--- src/rtl/unidad_pc.sv ---
// Fetch-address (PC) unit: sequential fetch with stall, branch redirect with
// a configurable flush bubble, halt/resume and a saturating fetch counter.
module unidad_pc #(
  parameter logic [6:0]  RESET_PC       = 7'd0,
  parameter int unsigned BRANCH_BUBBLES = 1
) (
  input  logic        clk,
  input  logic        rst_n,
  input  logic        stall,
  input  logic        branch_taken,
  input  logic [6:0]  branch_target,
  input  logic        halt,
  input  logic        resume,
  output logic [6:0]  pc,
  output logic        pc_valid,
  output logic        flush,
  output logic        halted,
  output logic [15:0] fetch_count
);

  typedef enum logic [1:0] {IDLE, RUN, BUBBLE, HALT} state_t;

  // Bubble counter holds the number of flush cycles still to follow the current one.
  localparam logic [1:0] BUB_LAST = 2'(BRANCH_BUBBLES - 1);

  state_t      state_q, state_d;
  logic [6:0]  pc_q, pc_d;
  logic        pc_valid_q, pc_valid_d;
  logic        flush_q, flush_d;
  logic        halted_q, halted_d;
  logic [15:0] fetch_count_q, fetch_count_d;
  logic [1:0]  bub_q, bub_d;

  always_comb begin
    state_d       = state_q;
    pc_d          = pc_q;
    pc_valid_d    = pc_valid_q;
    flush_d       = flush_q;
    halted_d      = halted_q;
    fetch_count_d = fetch_count_q;
    bub_d         = bub_q;
    case (state_q)
      IDLE: begin
        state_d    = RUN;
        pc_valid_d = 1'b1;
      end
      RUN: begin
        if (branch_taken) begin
          pc_d       = branch_target;
          state_d    = BUBBLE;
          pc_valid_d = 1'b0;
          flush_d    = 1'b1;
          bub_d      = BUB_LAST;
        end else if (halt) begin
          state_d    = HALT;
          pc_valid_d = 1'b0;
          halted_d   = 1'b1;
        end else if (!stall) begin
          pc_d = pc_q + 7'd1;
          if (fetch_count_q != '1) begin
            fetch_count_d = fetch_count_q + 16'd1;
          end
        end
      end
      BUBBLE: begin
        if (branch_taken) begin
          pc_d  = branch_target;
          bub_d = BUB_LAST;
        end else if (bub_q == 2'd0) begin
          state_d    = RUN;
          pc_valid_d = 1'b1;
          flush_d    = 1'b0;
        end else begin
          bub_d = bub_q - 2'd1;
        end
      end
      HALT: begin
        if (resume) begin
          state_d    = RUN;
          pc_valid_d = 1'b1;
          halted_d   = 1'b0;
        end
      end
      default: begin
        state_d    = IDLE;
        pc_valid_d = 1'b0;
        flush_d    = 1'b0;
        halted_d   = 1'b0;
      end
    endcase
  end

  always_ff @(posedge clk or negedge rst_n) begin
    if (!rst_n) begin
      state_q       <= IDLE;
      pc_q          <= RESET_PC;
      pc_valid_q    <= 1'b0;
      flush_q       <= 1'b0;
      halted_q      <= 1'b0;
      fetch_count_q <= '0;
      bub_q         <= '0;
    end else begin
      state_q       <= state_d;
      pc_q          <= pc_d;
      pc_valid_q    <= pc_valid_d;
      flush_q       <= flush_d;
      halted_q      <= halted_d;
      fetch_count_q <= fetch_count_d;
      bub_q         <= bub_d;
    end
  end

  assign pc          = pc_q;
  assign pc_valid    = pc_valid_q;
  assign flush       = flush_q;
  assign halted      = halted_q;
  assign fetch_count = fetch_count_q;

endmodule

--- config.mk ---
export PLATFORM = sky130hd
export DESIGN_NAME = unidad_pc
export DESIGN_NICKNAME = d
export VERILOG_FILES = /design/src/rtl/unidad_pc.sv
export SDC_FILE = /design/constraint.sdc
export NUM_CORES = 1
export LEC_CHECK = 0
export CAP_MARGIN = 30
export CORE_MARGIN = 3
export CORE_UTILIZATION = 45
export CTS_CLUSTER_SIZE = 16
export DETAILED_ROUTE_END_ITERATION = 12
export PLACE_DENSITY_LB_ADDON = 0.25
export SYNTH_ARGS = -nofsm -noshare
export SYNTH_HDL_FRONTEND = slang
export SYNTH_SLANG_ARGS = --single-unit
--- constraint.sdc ---
create_clock -name clk -period 1.6 [get_ports clk]
set_input_delay 0.32 -clock clk [delete_from_list [all_inputs] [get_ports clk]]
set_output_delay 0.32 -clock clk [all_outputs]
set_load 0.02 [all_outputs]
== Word level (Yosys, flattened, before mapping) ==
Index checks and enable logic that the tools add are counted.
Widths: inputs -> output; s select.
Storage, ports and cells
  bits in registers: 30
  latch bits: 0
  memory bits (writable): 0
  memory bits (read-only): 0
  output and inout port bits: 26
  logic and storage cells: 67
  memories: 0
Operators by class
  add/sub/neg operators: 3
  multipliers: 0
  div/mod/pow operators: 0
  $lt $le $gt $ge: 0
  equal/unequal tests: 15
  shift operators: 0
  muxes and demuxes: 29
  bitwise gates (word level): 3
  reductions and logical operators: 10
Operators with widths (count)
  $mux 7: 4
  $add 16x1->16 const B: 1
  $mux 2: 8
  $ne 16x16->1 const B: 1
  $reduce_and 4->1: 4
  $ne 2x2->1 const B: 7
  $pmux 7 s2: 1
  $ne 3x3->1 const B: 4
  $mux 1: 11
  $pmux 2 s4: 1
  $add 7x1->7 const B: 1
  $reduce_and 5->1: 1
  $eq 2x2->1 const B: 2
  $logic_not 2->1: 2
  $pmux 1 s2: 2
  $pmux 1 s4: 1
  $pmux 2 s2: 1
  $reduce_bool 2->1: 2
  $not 1->1: 3
  $reduce_and 3->1: 1
  $eq 2x1->1 const B: 1
  $sub 2x1->2 const B: 1

== Depth between registers and ports, before layout ==
Gate-level depths: netlist of run 1.
  word-level depth: 5
  mapped depth: 8
  gate-level depth less buffers: 6

== Worst setup path before layout of run 1 ==
No wires, ideal clock.
  path kind: reg2reg
  start point: reg fetch_count_q[0] (netlist: fetch_count[0])
  end point: reg fetch_count_q[5] (netlist: fetch_count[5])
  setup time: 0.134 ns
  arrival time: 1.547 ns
  required time: 1.466 ns
  path slack: -0.081 ns
  stages on the path, launching flop included: 7
  buffers on the path: 1
  cell sequence: dfrtp_1 ha_1 nand3_1 nor4_4 buf_6 nor3_1 xor2_1
On the way
  longest elaborated chain between the ends: 2
  elaborated cells between the ends (all ways): 3
  classes of those cells: 1 x add/sub; 1 x eq/ne; 1 x reduce/logical
RTL lines
  start: declaration: RTL line 31  | logic [15:0] fetch_count_q, fetch_count_d;
  start signal: assignment: RTL line 108  | fetch_count_q <= fetch_count_d;
  parallel branches: the longest is 2 deep, another holds $add 16x1->16
Several ways; the timed one is not identified.
A chain may end at the register's enable or synchronous reset.

== Worst setup path after layout of run 1 ==
  start point: reg state_q[1]
  end point: reg bub_q[1]
On the way
  longest elaborated chain between the ends: 3
  elaborated cells between the ends (all ways): 7
  classes of those cells: 4 x eq/ne; 1 x mux; 2 x reduce/logical
RTL lines
  start: declaration: RTL line 26  | state_t state_q, state_d;
  start signal: assignment: RTL line 103  | state_q <= state_d;
  $eq 2x2->1 or $eq 2x1->1 (tied branches): RTL line 42  | case (state_q)
  $ne 3x3->1 (no line) (tied with other cells)
  $reduce_and 3->1 (no line)
  end signal: assignment: RTL line 109  | bub_q <= bub_d;
  end: declaration: RTL line 32  | logic [1:0] bub_q, bub_d;
Several ways; a longest one is shown, not always the timed one.

==> summary.md, run 1 <==
| Metric | Value |
|---|---|
| CP max stage delay | `between 0.5 and 0.6 ns` |
| Post-Syn Area | `1667 um2` |
| Remaining Overflow, GRT | `0` |
| Gpl congestion | `~0.80` |
| Via count | `1565` |
| Power density over cell area | `between 1000 and 1500 nW/um2` |
| FF+latch area | `roughly 760 um2` |
| CTS tree | `built` |
| Ys async rst share | `100.0%` |
| Die width | `66.86 um` |
| Synth unique cells | `37` |
| Unrepaired setup endpoints after global routing | `yes` |
| Failing checks | `setup timing` |
| H-tree depth | `2` |
| Synth Flop Type | `dfrtp_1` |
| CP startpoint kind | `register` |
| Power Total | `roughly 0.0034 W` |
| Root buf cell | `clkbuf_8` |
| Post-Layout Inst Area | `between 2000 and 3000 um2` |
| Vias per cell | `between 5 and 6` |
| Port buffer count | `38` |
| Final nets | `between 200 and 300` |
| Layout fillers | `about 250` |
| Antenna violations before repair | `0` |
| Worst-path clk slew | `0.07 ns` |
| Antenna Nets Post-Route | `0` |
| CTS Sinks | `30` |
| FF-to-FF End | `bub_q[1]` |
| Min Tclk post-route | `approximately 1.6 ns` |
| Syn Nets | `~190` |
| Detailed Place HPWL | `around 3000 um` |
| Yosys reg bits | `30` |
| Io pins | `39` |
| CP cell instances | `buf_6 -> ha_4 -> or4b_4 -> nor2_4 -> a21oi_2 -> o21ai_1` |
| Remaining DRCs | `0` |
| Synthesized instance count | `about 170` |
| Hold bufs inserted after CTS | `0` |
| Critical Path Source | `state_q[1]` |
| Critical Path RT | `1.81 ns` |
| Post-synth top area share | `between 40% and 50%` |
| Clock Path Buffers | `2` |
| Diodes inserted | `0` |
| Max Freq | `610.5 MHz` |
| Initial core utilization | `between 40% and 50%` |
| Most common cell in the netlist | `dfrtp_1` |
| Largest area contributor in the netlist | `dfrtp_1` |
| Top post-synthesis cells by area | `dfrtp_1 (45%), xor2_1 (7.4%), ha_1 (4.5%)` |
| Area growth syn-to-layout | `51.35%` |
| Worst slew pin tran | `between 0.3 and 0.4 ns` |
| Post-layout util | `between 70% and 80%` |
| Post-synthesis area per instance | `about 10 um2` |
| CP Class | `register to register` |
| Std cell rows | `21` |
| Leakage | `1.284 nW` |
| Outcome | `finished, violations left` |
| First-pass GRT wire length | `7155 um` |
| Setup_tns | `-0.06310 ns` |
| Yosys warnings | `0` |
| Min-Delay Path Class | `primary input to asynchronous set/reset pin` |
| Final setup fails | `4` |
| Die Area | `roughly 4500 um2` |
| Largest net degree at the start of global routing | `31` |
| FF-to-FF path depth | `6` |
| Wire per inst | `15.61 um` |
| DP Worst Slack | `-0.3047 ns` |
| CORE AREA | `between 3000 and 4000 um2` |
| Arr. time, crit path | `between 1.5 and 2 ns` |
| Worst R2R Setup Slack | `-0.04 ns` |
| Crit-path max FO | `2` |
| Vias in the first global route | `between 1500 and 2000` |
| Initial DRC Count | `70` |
| Worst path slowest cell | `or4b_4` |
| Critical Path End Type | `register` |
| Post-synth EDFFs | `0` |
| Final hold vios | `0` |
| Share of cells above drive strength 1 | `between 20 and 30%` |
| CTS Buf Count | `5` |
| Die Span Y | `66.86 um` |
| Rel. slew slack | `roughly 75%` |
| Tcrit/Tclk final | `102.4%` |
| Number of max-cap violations | `0` |
| Slew Limit Fails | `0` |
| Worst-Skew Late Latency | `around 0.28 ns` |
| TritonRoute pass-1 iters | `4` |
| Synth top cells by count | `dfrtp_1 (30), nor2_1 (14), o21ai_0 (14), xor2_1 (14), nand2_1 (12)` |
| Total wire length | `4496 um` |
| Final worst slack | `-0.03793 ns` |
| Area of the multi-input gates | `~950 um2` |
| Register area share after synthesis | `between 40% and 50%` |
| Placed Area | `2272 um2` |
| Final Skew | `~0.0055 ns` |
| Reg-to-Reg Start | `state_q[1]` |
| GRT Total Usage | `21.44%` |
| Worst VDD drop | `approximately 0.6 mV` |
==> critical path, delay by kind of cell (launching register included) <==
kind                       cells  cell delay [ns]
AOI/OAI and AO/OA              2             0.16
adders and majority gates      1             0.23
buffers and inverters          1             0.14
DFF                            1             0.41
and+or+nand+nor                2             0.64
==> logic make-up (layout without fill, tap and decap cells) <==
kind of cell | count (synthesis) | after routing | synth area share, %
fa+ha+maj | 6 | 6 | 4.504
buf+inv | 14 | 90 | 4.354
compound gates | 34 | 34 | 13.14
flops | 30 | 30 | 45.05
mux | 4 | 4 | 2.703
simple gates | 63 | 63 | 22.37
xor+xnor | 15 | 15 | 7.883
==> state kept, by name, indices dropped and copies added (netlist names) <==
signal,flops
flush,1
bub_q,2
halted,1
fetch_count,16
pc,7
pc_valid,1
state_q,2
==> per-stage QoR <==
step | cells | hold WS (ns)
2_1_floorplan | 166 | 0.02441
3_3_place_gp | 271 | 0.4853
3_5_place_dp | 271 | 0.5021
4_1_cts | 281 | 0.4457
5_1_grt | 288 | 0.4738
6_report | 288 | 0.4235
==> cell type report <==
cell class	instances	area share [%]
clock buffers	7	3.423
clock inverters	1	0.1984
inverters	8	1.190
multi-input cells	122	37.75
flip-flops and latches	30	29.96
well taps	46	2.282
repair buffers	74	25.20
==> layer usage <==
layer | GRT usage [%] | vias to the layer above | wire length, um
li1 | - | 749 | -
met3 | 5.734 | 9 | 201
met1 | 23.74 | 766 | 1758
met5 | 0 | - | 0
met2 | 37.62 | 41 | 2444
met4 | 10.38 | 0 | 91
==> power breakdown <==
part / internal, W / switching, W / leakage, nW
registers: 0.000950 / 0.000187 / 0.380
logic: 0.000821 / 0.000841 / 0.855
clock network: 0.000346 / 0.000284 / 0.0482
==> layout by cell type, fill, tap and decap left out, types with 2 or more instances in the layout <==
cell type,instances
a21oi_1,5
a22oi_1,2
a31oi_1,3
and3_1,4
and4_1,2
buf_2,2
buf_4,30
buf_6,4
clkbuf_8,6
clkdlybuf4s50_1,12
dfrtp_1,26
dfrtp_2,4
dlygate4sd2_1,24
dlymetal6s2s_1,2
ha_1,2
ha_4,4
inv_1,7
mux2i_1,3
nand2_1,12
nand3_1,5
nand4_1,5
nor2_1,12
nor2_2,2
nor3_1,5
nor3_2,3
nor3b_1,2
o21ai_0,9
o21ai_1,5
o22a_1,2
xor2_1,14
==> worst max-delay path by stage <==
stage	end	slack, ns	depth (start not counted)
2_1_floorplan	fetch_count[1]	0.01	5
3_3_place_gp	fetch_count[14]	-0.24	6
3_5_place_dp	fetch_count[12]	-0.30	6
4_1_cts	bub_q[1]	-0.03	6
5_1_grt	fetch_count[10]	-0.09	6
6_report	bub_q[1]	-0.04	6
==> repair_timing <==
action / CTS / global route
gates cloned: 1 / 2
resized for setup: 38 / 22
setup buffers: 1 / 5
setup endpoints to repair: 44 / 23
pin swaps: 3 / 11
Note: power is estimated with default switching activity, not from simulation.
==> run 2: changes to the inputs <==
Settings changed: MAX_ROUTING_LAYER from default to met4, RECOVER_POWER from default to 25.
==> run 2 against run 1 <==
Compared with the run above:
- cell count is the same
- routed wire length is 0.42% higher
- critical endpoint unchanged
- first-iteration DRC count is 14% higher
- largest power group unchanged
- combinational power about the same
- sequential power hardly changed
- clock skew hardly changed
- clock power is essentially flat
- the flow still finishes with violations (setup timing)
- power is essentially flat
- critical path type unchanged
==> summary.md, run 2 (synthesis gave the netlist of run 1 again) <==
| Metric | Value |
|---|---|
| Outcome | `finished, violations left` |
| Failing checks | `setup timing` |
| Crit path capture | `bub_q[1]` |
| Placed Area | `2272 um2 (unchanged)` |
| Number of max-cap violations | `0 (unchanged)` |
| Post-layout util | `73.21% (about the same)` |
| Final hold vios | `0 (unchanged)` |
| Remaining DRCs | `0 (unchanged)` |
| Post-Layout Inst Area | `2520 um2 (about the same)` |
| Total wire length | `4515 um (+0.42%)` |
| Antenna Nets Post-Route | `0 (unchanged)` |
| CP cell instances | `buf_6 -> ha_4 -> or4b_4 -> nor2_4 -> a21oi_2 -> o21ai_1` |
| Final setup fails | `3 (-1)` |
| Root buf cell | `clkbuf_8` |
| Remaining Overflow, GRT | `0 (unchanged)` |
| Worst-Skew Late Latency | `0.28 ns (about the same)` |
| CTS Buf Count | `5 (unchanged)` |
| Final nets | `260 (unchanged)` |
| Die width | `66.86 um (unchanged)` |
| Tcrit/Tclk final | `102.3% (about the same)` |
| Critical Path End Type | `register` |
| H-tree depth | `2 (unchanged)` |
| Min Tclk post-route | `1.636 ns (-0.001543 ns)` |
| Cell count along the critical path | `6 (unchanged)` |
| CTS Sinks | `30 (unchanged)` |
| Leakage | `1.283 nW (about the same)` |
| Hold bufs inserted after CTS | `0 (unchanged)` |
| Antenna violations before repair | `0 (unchanged)` |
| Worst-path clk slew | `0.06 ns (about the same)` |
| Most common cell after layout, fill and taps aside | `buf_4` |
| Worst slew pin tran | `0.7502 ns (+0.3686 ns)` |
| Arr. time, crit path | `1.85 ns (about the same)` |
| Critical Path Source | `state_q[1]` |
| Crit-path max FO | `2 (unchanged)` |
| Slew Limit Fails | `0 (unchanged)` |
| TritonRoute pass-1 iters | `4 (unchanged)` |
| Worst VDD drop | `0.6149 mV (-0.46%)` |
| Hold Startpoint | `fetch_count[15]` |
| FF-to-FF End | `bub_q[1]` |
| Die Area | `4470 um2 (unchanged)` |
| Min-Delay Path Class | `register to register` |
| Gpl congestion | `0.8101 (+1.4%)` |
| Vias per cell | `5.455 (+0.38%)` |
| Unrepaired setup endpoints after global routing | `yes` |
| Port buffer count | `38 (unchanged)` |
| Worst R2R Setup Slack | `-0.04 ns (about the same)` |
| CP Class | `register to register` |
| Vias in the first global route | `1652 (-0.060%)` |
| Reg-to-Reg Start | `state_q[1]` |
| Setup_tns | `-0.04538 ns (+0.01772 ns)` |
| Die Span Y | `66.86 um (unchanged)` |
| Io pins | `39 (unchanged)` |
| Largest net degree at the start of global routing | `31 (unchanged)` |
| Std cell rows | `21 (unchanged)` |
| Initial DRC Count | `80 (+14%)` |
| Clock Path Buffers | `2 (unchanged)` |
| Diodes inserted | `0 (unchanged)` |
| Via count | `1571 (+0.38%)` |
| First-pass GRT wire length | `7155 um (unchanged)` |
| Rel. slew slack | `49.99% (-25 points)` |
| CP delay by family, top | `simple AND/OR/NAND/NOR gates` |
| Detailed Place HPWL | `2967 um (unchanged)` |
| GRT Total Usage | `22.01% (+0.57 points)` |
| Critical Path RT | `1.81 ns (about the same)` |
| Max Freq | `611.1 MHz (about the same)` |
| CP max stage delay | `0.54 ns (about the same)` |
| Power density over cell area | `1361 nW/um2 (about the same)` |
| CORE AREA | `3442 um2 (unchanged)` |
| Area growth syn-to-layout | `51.20% (about the same)` |
| Max FFs per register | `16 (unchanged)` |
| CP bufs+invs | `1 (unchanged)` |
| FF-to-FF path depth | `6 (unchanged)` |
| CP startpoint kind | `register` |
| Final Skew | `0.005928 ns (+0.0004738 ns)` |
| Share of cells above drive strength 1 | `29.75% (unchanged)` |
| CTS tree | `built` |
| Final worst slack | `-0.03639 ns (+0.001543 ns)` |
| Initial core utilization | `48.42% (unchanged)` |
| Most frequent cells in the layout | `buf_4 (29), dfrtp_1 (26), dlygate4sd2_1 (24)` |
| Wire per inst | `15.68 um (+0.42%)` |
| Power Total | `0.003429 W (about the same)` |
| Worst hold slack | `0.5159 ns (+0.09245 ns)` |
| Worst path slowest cell | `or4b_4` |
==> run 2: cell types whose count changed in the layout (fill, tap and decap cells not counted) <==
cell | before | now
clkdlybuf4s50_1 | 12 | 11
buf_4 | 30 | 29
dlygate4sd3_1 | 0 | 1
clkbuf_2 | 0 | 1
==> run 2: power by group <==
group	internal, W	switching, W
sequential	0.000950	0.000187
clock	0.000346	0.000285
combinational	0.000820	0.000841
total	0.00212	0.00131
==> run 2: layout make-up <==
| cell class | instances | area [um2] |
|---|---|---|
| Sequential cell | 30 | 755.7 |
| Timing Repair Buffer | 74 | 633.1 |
| Inverter | 8 | 30.03 |
| Clock inverter | 1 | 5.005 |
| Tap cell | 46 | 57.56 |
| Multi-Input combinational cell | 122 | 952.2 |
| Clock buffer | 7 | 86.33 |
| Fill cell | 249 | 922.1 |
==> run 2: routing by layer <==
| layer | wire length (um) | track usage [%] | vias to the layer above |
|---|---|---|---|
| met3 | 200 | 5.734 | 7 |
| met2 | 2456 | 37.50 | 47 |
| met4 | 75 | 10.38 | 0 |
| met5 | 0 | - | - |
| met1 | 1782 | 23.85 | 769 |
| li1 | - | - | 748 |
==> run 2: metrics by stage <==
step | setup slack [ns] | cells
2_1_floorplan | 0.009650 | 166
3_3_place_gp | -0.2373 | 271
3_5_place_dp | -0.3047 | 271
4_1_cts | -0.03389 | 281
6_report | -0.03639 | 288
5_1_grt | -0.08760 | 288
==> run 2: how the worst min path moves through the flow <==
stage / to / cells after the start
3_3_place_gp: fetch_count[15] / 1
4_1_cts: pc[3] / 2
5_1_grt: fetch_count[15] / 1
6_report: fetch_count[15] / 1
2_1_floorplan: bub_q[0] / 0
3_5_place_dp: bub_q[1] / 2
==> run 2: worst register-to-register path, stage by stage, from the launching register on <==
cell	delay (ns)
dfrtp_1	0.41
buf_6	0.14
ha_4	0.23
or4b_4	0.54
nor2_4	0.10
a21oi_2	0.04
o21ai_1	0.12
==> run 2: timing repair <==
action / CTS / global route
pin swaps: 3 / 11
gates resized for setup: 38 / 22
setup buffers: 1 / 5
setup endpoints to repair: 44 / 23
cloned: 1 / 2
